[config.mk]
export PLATFORM = sky130hd
export DESIGN_NAME = lmem_arbiter_flat
export DESIGN_NICKNAME = d
export VERILOG_FILES = /design/src/rtl/lmem_pkg.sv /design/src/rtl/lmem_arbiter_if.sv /design/src/rtl/lmem_rr_pick.sv /design/src/rtl/lmem_arbiter.sv /design/src/flat_wrapper.sv
export SDC_FILE = /design/constraint.sdc
export NUM_CORES = 1
export LEC_CHECK = 0
export BUFFER_PORTS_ARGS = -buffer_cell sky130_fd_sc_hd__buf_2
export CAP_MARGIN = 10
export CORE_UTILIZATION = 40
export CTS_CLUSTER_DIAMETER = 200
export DETAILED_ROUTE_END_ITERATION = 12
export PLACE_DENSITY = 0.83
export SLEW_MARGIN = 10
export SYNTH_ARGS = -nofsm -noshare
export SYNTH_HDL_FRONTEND = slang
export SYNTH_SLANG_ARGS = --single-unit
[constraint.sdc]
create_clock -name clk -period 2.7 [get_ports clk]
set_clock_uncertainty 0.2 [all_clocks]
set_input_delay 0.54 -clock clk [delete_from_list [all_inputs] [get_ports clk]]
set_output_delay 0.54 -clock clk [all_outputs]
set_load 0.02 [all_outputs]
[src/rtl/lmem_pkg.sv]
// Shared constants and request payload type for the layer-memory port arbiter.
package lmem_pkg;
    localparam int unsigned AW_DEF = 12;
    localparam int unsigned DW_DEF = 20;
    localparam int unsigned SEL_W  = 3;

    localparam logic [SEL_W-1:0] CSEL_L0_K0 = 3'b001;
    localparam logic [SEL_W-1:0] CSEL_L0_K1 = 3'b010;
    localparam logic [SEL_W-1:0] CSEL_L1_K0 = 3'b011;

    typedef struct packed {
        logic              we;
        logic              lock;
        logic [SEL_W-1:0]  sel;
        logic [AW_DEF-1:0] addr;
        logic [DW_DEF-1:0] wdata;
    } lmem_req_t;
endpackage

[src/rtl/lmem_arbiter_if.sv]
// Requester-side and memory-side signal bundle of the layer-memory arbiter.
interface lmem_arbiter_if #(
    parameter int unsigned NREQ = 3,
    parameter int unsigned AW   = lmem_pkg::AW_DEF,
    parameter int unsigned DW   = lmem_pkg::DW_DEF
);
    import lmem_pkg::*;

    logic [NREQ-1:0]       req_valid;
    logic [NREQ-1:0]       req_we;
    logic [NREQ-1:0]       req_lock;
    logic [SEL_W*NREQ-1:0] req_sel;
    logic [AW*NREQ-1:0]    req_addr;
    logic [DW*NREQ-1:0]    req_wdata;
    logic [NREQ-1:0]       req_ready;
    logic [NREQ-1:0]       rsp_valid;
    logic [DW-1:0]         rsp_data;
    logic [SEL_W-1:0]      csel;
    logic                  crd;
    logic [AW-1:0]         caddr_rd;
    logic [DW-1:0]         cdata_rd;
    logic                  cwr;
    logic [AW-1:0]         caddr_wr;
    logic [DW-1:0]         cdata_wr;

    modport slave (
        input  req_valid, req_we, req_lock, req_sel, req_addr, req_wdata, cdata_rd,
        output req_ready, rsp_valid, rsp_data, csel, crd, caddr_rd, cwr, caddr_wr, cdata_wr
    );

    modport master (
        output req_valid, req_we, req_lock, req_sel, req_addr, req_wdata, cdata_rd,
        input  req_ready, rsp_valid, rsp_data, csel, crd, caddr_rd, cwr, caddr_wr, cdata_wr
    );
endinterface

[src/rtl/lmem_rr_pick.sv]
// Rotating-priority picker: first requester after rr_ptr (wrapping) wins.
module lmem_rr_pick #(
    parameter int unsigned NREQ = 3,
    parameter int unsigned IW   = 2
) (
    input  logic [NREQ-1:0] req,
    input  logic [IW-1:0]   rr_ptr,
    output logic [NREQ-1:0] grant,
    output logic [IW-1:0]   idx
);
    // Walk farthest-first so the nearest requester after rr_ptr overwrites last.
    always_comb begin
        int unsigned cand;
        grant = '0;
        idx   = '0;
        cand  = 0;
        for (int unsigned k = NREQ; k >= 1; k--) begin
            cand = (32'(rr_ptr) + k) % NREQ;
            if (req[cand]) begin
                grant = NREQ'(1) << cand;
                idx   = IW'(cand);
            end
        end
    end
endmodule

[src/rtl/lmem_arbiter.sv]
// Round-robin arbiter sharing one layer-memory port; LMEM_ARB_LOCK_EN enables
// requester-held locks for atomic bursts.
module lmem_arbiter
    import lmem_pkg::*;
#(
    parameter int unsigned NREQ   = 3,
    parameter int unsigned AW     = AW_DEF,
    parameter int unsigned DW     = DW_DEF,
    parameter int unsigned RD_LAT = 1
) (
    input logic           clk,
    input logic           reset,
    lmem_arbiter_if.slave bus
);
    localparam int unsigned IW = (NREQ > 1) ? $clog2(NREQ) : 1;

    logic [IW-1:0]    rr_ptr;
    logic [NREQ-1:0]  pick_req;
    logic [NREQ-1:0]  grant;
    logic [IW-1:0]    gidx;
    logic             accept;
    logic             beat_we;
    logic [SEL_W-1:0] beat_sel;
    logic [AW-1:0]    beat_addr;
    logic [DW-1:0]    beat_wdata;
    logic [NREQ-1:0]  tag_pipe [RD_LAT+1];

`ifdef LMEM_ARB_LOCK_EN
    logic          locked;
    logic [IW-1:0] owner;
    logic          beat_lock;

    // While locked, only the owner is presented to the picker.
    always_comb begin
        pick_req = bus.req_valid;
        if (locked) pick_req = bus.req_valid & (NREQ'(1) << owner);
    end

    assign beat_lock = bus.req_lock[gidx];

    always_ff @(posedge clk) begin
        if (reset) begin
            locked <= 1'b0;
            owner  <= '0;
        end else if (accept) begin
            locked <= beat_lock;
            if (beat_lock) owner <= gidx;
        end
    end
`else
    logic unused_lock;
    assign unused_lock = ^bus.req_lock;
    assign pick_req    = bus.req_valid;
`endif

    lmem_rr_pick #(.NREQ(NREQ), .IW(IW)) u_pick (
        .req    (pick_req),
        .rr_ptr (rr_ptr),
        .grant  (grant),
        .idx    (gidx)
    );

    // Grant is withheld during reset so no beat is handed out and then dropped.
    assign bus.req_ready = reset ? '0 : grant;
    assign accept        = ~reset & (|grant);

    always_comb begin
        beat_we    = bus.req_we[gidx];
        beat_sel   = bus.req_sel[32'(gidx)*SEL_W +: SEL_W];
        beat_addr  = bus.req_addr[32'(gidx)*AW +: AW];
        beat_wdata = bus.req_wdata[32'(gidx)*DW +: DW];
    end

    // Memory-side registers; select and addresses hold across idle cycles.
    always_ff @(posedge clk) begin
        if (reset) begin
            rr_ptr       <= IW'(NREQ-1);
            bus.crd      <= 1'b0;
            bus.cwr      <= 1'b0;
            bus.csel     <= '0;
            bus.caddr_rd <= '0;
            bus.caddr_wr <= '0;
            bus.cdata_wr <= '0;
        end else begin
            bus.crd <= accept & ~beat_we;
            bus.cwr <= accept & beat_we;
            if (accept) begin
                rr_ptr   <= gidx;
                bus.csel <= beat_sel;
                if (beat_we) begin
                    bus.caddr_wr <= beat_addr;
                    bus.cdata_wr <= beat_wdata;
                end else begin
                    bus.caddr_rd <= beat_addr;
                end
            end
        end
    end

    // Stage 0 lines up with crd; stage RD_LAT lines up with cdata_rd.
    always_ff @(posedge clk) begin
        if (reset) begin
            for (int unsigned s = 0; s <= RD_LAT; s++) tag_pipe[s] <= '0;
        end else begin
            tag_pipe[0] <= (accept & ~beat_we) ? grant : '0;
            for (int unsigned s = 1; s <= RD_LAT; s++) tag_pipe[s] <= tag_pipe[s-1];
        end
    end

    assign bus.rsp_valid = tag_pipe[RD_LAT];
    assign bus.rsp_data  = bus.cdata_rd;
endmodule

[src/flat_wrapper.sv]
// flat-port wrapper written by rule: the top's interface ports become plain ports
module lmem_arbiter_flat import lmem_pkg::*;
#(
    parameter int unsigned NREQ   = 3,
    parameter int unsigned AW     = AW_DEF,
    parameter int unsigned DW     = DW_DEF,
    parameter int unsigned RD_LAT = 1
)
  (clk, reset, bus_req_valid, bus_req_we, bus_req_lock, bus_req_sel, bus_req_addr, bus_req_wdata, bus_cdata_rd, bus_req_ready, bus_rsp_valid, bus_rsp_data, bus_csel, bus_crd, bus_caddr_rd, bus_cwr, bus_caddr_wr, bus_cdata_wr);
  lmem_arbiter_if #(.NREQ(NREQ), .AW(AW), .DW(DW)) bus_i ();
  input logic clk;
  input logic reset;
  input wire logic [$bits(bus_i.req_valid)-1:0] bus_req_valid;
  input wire logic [$bits(bus_i.req_we)-1:0] bus_req_we;
  input wire logic [$bits(bus_i.req_lock)-1:0] bus_req_lock;
  input wire logic [$bits(bus_i.req_sel)-1:0] bus_req_sel;
  input wire logic [$bits(bus_i.req_addr)-1:0] bus_req_addr;
  input wire logic [$bits(bus_i.req_wdata)-1:0] bus_req_wdata;
  input wire logic [$bits(bus_i.cdata_rd)-1:0] bus_cdata_rd;
  output wire logic [$bits(bus_i.req_ready)-1:0] bus_req_ready;
  output wire logic [$bits(bus_i.rsp_valid)-1:0] bus_rsp_valid;
  output wire logic [$bits(bus_i.rsp_data)-1:0] bus_rsp_data;
  output wire logic [$bits(bus_i.csel)-1:0] bus_csel;
  output wire logic [$bits(bus_i.crd)-1:0] bus_crd;
  output wire logic [$bits(bus_i.caddr_rd)-1:0] bus_caddr_rd;
  output wire logic [$bits(bus_i.cwr)-1:0] bus_cwr;
  output wire logic [$bits(bus_i.caddr_wr)-1:0] bus_caddr_wr;
  output wire logic [$bits(bus_i.cdata_wr)-1:0] bus_cdata_wr;
  assign bus_i.req_valid = bus_req_valid;
  assign bus_i.req_we = bus_req_we;
  assign bus_i.req_lock = bus_req_lock;
  assign bus_i.req_sel = bus_req_sel;
  assign bus_i.req_addr = bus_req_addr;
  assign bus_i.req_wdata = bus_req_wdata;
  assign bus_i.cdata_rd = bus_cdata_rd;
  assign bus_req_ready = bus_i.req_ready;
  assign bus_rsp_valid = bus_i.rsp_valid;
  assign bus_rsp_data = bus_i.rsp_data;
  assign bus_csel = bus_i.csel;
  assign bus_crd = bus_i.crd;
  assign bus_caddr_rd = bus_i.caddr_rd;
  assign bus_cwr = bus_i.cwr;
  assign bus_caddr_wr = bus_i.caddr_wr;
  assign bus_cdata_wr = bus_i.cdata_wr;
  lmem_arbiter #(.NREQ(NREQ), .AW(AW), .DW(DW), .RD_LAT(RD_LAT)) u_core (.clk(clk), .reset(reset), .bus(bus_i));
endmodule
==> metrics.yaml <==
sta:
  hold_viol: 0
  setup_viol: 50
  fin_crit_ps: 2886
  maxClockFrequency_ghz: 0.3465
  tightest_slew_ps: 371.7
  fin_crit_sh_pct: 106.9
  tns_ps: -4740
  worst_slew_margin_rel_pct: 75.22
  grt_setup_unrepaired: "true"
  drv_slew: 0
  fin_ws_ps: -186.1
placed_design:
  place.gp.congestion: 0.8676
  place_area_um2: 4573
  dp_cells: 669
  place_ws_ps: -93.79
  hpwl_um: 8009
  port_buffers: 167
setup_path:
  startpoint: "u_core.rr_ptr[0]"
  cp-endpoint: "bus_req_ready[1]"
  crit_path_max_fanout: 5
  reg2reg_from: "u_core.rr_ptr[0]"
  crit_path_max_incr_delay_ps: 390
  rrSetupSlack_ps: -150
  cp-start-kind: "flip-flop"
  cpMostUsedCell: "buf_6"
  crit_chain: "inv_4, ha_4, nand2b_4, a21bo_1, a211o_4, and2_4, buf_6, nor2_4, buf_6"
  required_ps: 1960
  endpoint_kind: "output pin"
  r2r_end: "u_core.bus.cdata_wr[9]"
  worstRegToRegCells: 12
  cp.arrival_ps: 2150
  crit_type: "flip-flop to output pin"
  crit_slowest_cell: "dfxtp_4"
yosys:
  synth-edff-count: 0
  syn_nets: 572
  postSynthCellCount: 432
  yosys.area_share.simple_pct: 16.44
  ys.flop_type: "dfxtp_1"
  yosys_register_bits: 57
  synth_warnings: 0
  syn_avg_cell_area_um2: 8.353
  synthAdderAreaFrac_pct: 1.387
  yosysUniqueCellTypes: 46
  synth_area_um2: 3608
  seq_area_frac_synth_pct: 31.62
  synth.area.mux_share_pct: 7.594
  synthXorXnorAreaFrac_pct: 0
  synth_compound_area_share_pct: 30.03
  async_flop_share_pct: 0
  synth_top_family_by_area: "compound AO/OA/AOI/OAI gates"
clocking:
  clock_path_buffers: 2
  cts_sinks: 57
  path_clk_slew_ps: 80
  worst_skew_pair.late_latency_ps: 340
  clock-root-buffer: "clkbuf_8"
  postCtsHoldBufs: 0
  tritoncts: "yes"
  htreeDepth: 3
  cts_made_buffers: 9
die:
  dieArea_um2: 9405
  num_rows: 34
  io_pins: 211
  die_w_um: 96.98
  initial_core_util_pct: 41.38
  core_um2: 8721
  die_y_um: 96.98
routing:
  drc: 0
  post_drt_wl_per_cell_um: 18.39
  drt_wl_total_um: 13230
  ant_nets: 0
  avgViaCountPerCell: 5.650
  drtIter0Drc: 154
  dr.pass1.iters: 4
  via_count: 4062
run_status:
  status: "complete, but fails checks"
  violations: "negative setup slack"
final_layout:
  seq_area_um2: 1149
  fill_cells: 674
  layout.nets: 746
  multi_input_area_um2: 2404
  layout-drive-gt1-share_pct: 55.48
  syn_to_final_growth_pct: 58.04
  final_area_um2: 5703
  fin_cells: 719
  antenna_cells: 0
  final_util_pct: 65.39
global_routing:
  grt_pass1_wl_um: 17850
  grt_start_max_net_pins: 44
  overflow: 0
  grt_pass1_vias: 3681
  grt_use_total_pct: 23.29
  antenna_found_initial: 0
power_and_ir_drop:
  powerDensity_nw_per_um2: 1594
  power_leakage_nw: 2.761
  peakVddDrop_mv: 0.7931
min_path:
  hold_depth: 1
  min_path_type: "flip-flop to flip-flop"
job:
  maxCapViolCount: 0
==> how the worst min path moves through the flow <==
stage                                     start                    end
after floorplan           u_core.tag_pipe[0][0]  u_core.tag_pipe[0][3]
after global placement    u_core.tag_pipe[0][0]  u_core.tag_pipe[0][3]
after detailed placement  u_core.tag_pipe[0][2]  u_core.tag_pipe[0][5]
after CTS                 u_core.tag_pipe[0][2]  u_core.tag_pipe[0][5]
after global routing      u_core.tag_pipe[0][1]  u_core.tag_pipe[0][4]
final                     u_core.tag_pipe[0][2]  u_core.tag_pipe[0][5]
==> Yosys cell counts (all sizes together) (8+ instances only) <==
master / count / area share, %
a2111o: 20 / 6.2
a211oi: 12 / 2.5
a21o: 13 / 2.7
a21oi: 67 / 9.3
and3: 12 / 2.1
buf: 47 / 9.3
clkbuf: 21 / 2.2
dfxtp: 57 / 32
inv: 14 / 1.5
mux2i: 24 / 6.7
nand2b: 15 / 2.6
nand3: 12 / 1.7
nand4: 12 / 2.1
nor2: 9 / 0.94
nor3: 8 / 1.2
o21ai: 37 / 5.2
or3b: 12 / 2.9
==> flip-flops by register name, summed over array words and instances, names as in the netlist <==
signal               flops
u_core.bus.csel          3
u_core.tag_pipe          6
u_core.bus.caddr_rd     12
u_core.rr_ptr            2
u_core.bus.crd           1
u_core.bus.cdata_wr     20
u_core.bus.caddr_wr     12
u_core.bus.cwr           1
==> cells by family (layout without fill, tap and decap cells) <==
group,Yosys count,count (layout)
AO/OA/AOI/OAI,165,165
adder cells (fa/ha/maj),4,4
buffers and inverters,82,260
flip-flops,57,57
multiplexers,27,27
AND/OR/NAND/NOR,97,98
==> metrics by stage <==
step	total power [mW]	hold slack, ps
floorplan	4.543	213.8
finish	9.092	233.1
CTS	7.241	244.4
detailed placement	5.802	223.9
global placement	5.654	221.6
global route	9.556	265.2
==> critical path: cells and delay by family (launching register included) <==
kind                       cells  cell delay [ps]
DFF                            1              390
adders and majority gates      1              240
and+or+nand+nor                3              370
buffers and inverters          3              290
AOI/OAI and AO/OA              2              520
==> what timing repair did <==
item,in CTS,in global routing
setup endpoints to repair,50,51
cloned,2,15
setup buffers,6,11
pin swaps,7,44
gates resized for setup,28,77
==> cells in the final DEF (no fill, tap or decap), types with 7 or more instances in the layout <==
cell type,count
nand2b_1,14
o21ai_2,11
dfxtp_1,55
mux2i_1,21
nand4_1,12
and3_1,12
or3b_4,12
clkbuf_8,9
a21o_1,13
inv_1,12
a21oi_1,49
a21oi_2,18
buf_4,32
buf_6,10
o21ai_1,19
buf_12,9
nor3_1,7
nor2_1,7
a2111o_1,20
clkbuf_16,11
buf_2,164
==> routing by layer <==
layer  routed length, um  global-route usage, %  vias up
met3                 808                  6.214       32
met5                   0                      0        -
met1                5144                  25.07     1911
li1                    -                      -     1935
met2                6991                  43.72      184
met4                 281                  7.463        0
==> report_power, final <==
| part | internal (mW) | total, mW | leakage (nW) | switching (mW) |
|---|---|---|---|---|
| registers | 1.06 | 1.16 | 0.468 | 0.104 |
| logic | 3.49 | 7.00 | 2.18 | 3.51 |
| clock network | 0.527 | 0.932 | 0.110 | 0.404 |
| total | 5.08 | 9.09 | 2.76 | 4.02 |
==> area by class of cell <==
cell class                 instances  share of cell area [%]
clock buffer                       9                   2.172
clock inverter                     7                   1.799
inverter                          14                   1.009
multi-input combinational        294                   42.15
sequential                        57                   20.14
tap                              108                   2.369
timing repair buffer             230                   30.36
No activity file was read; power rests on OpenSTA's default activity.
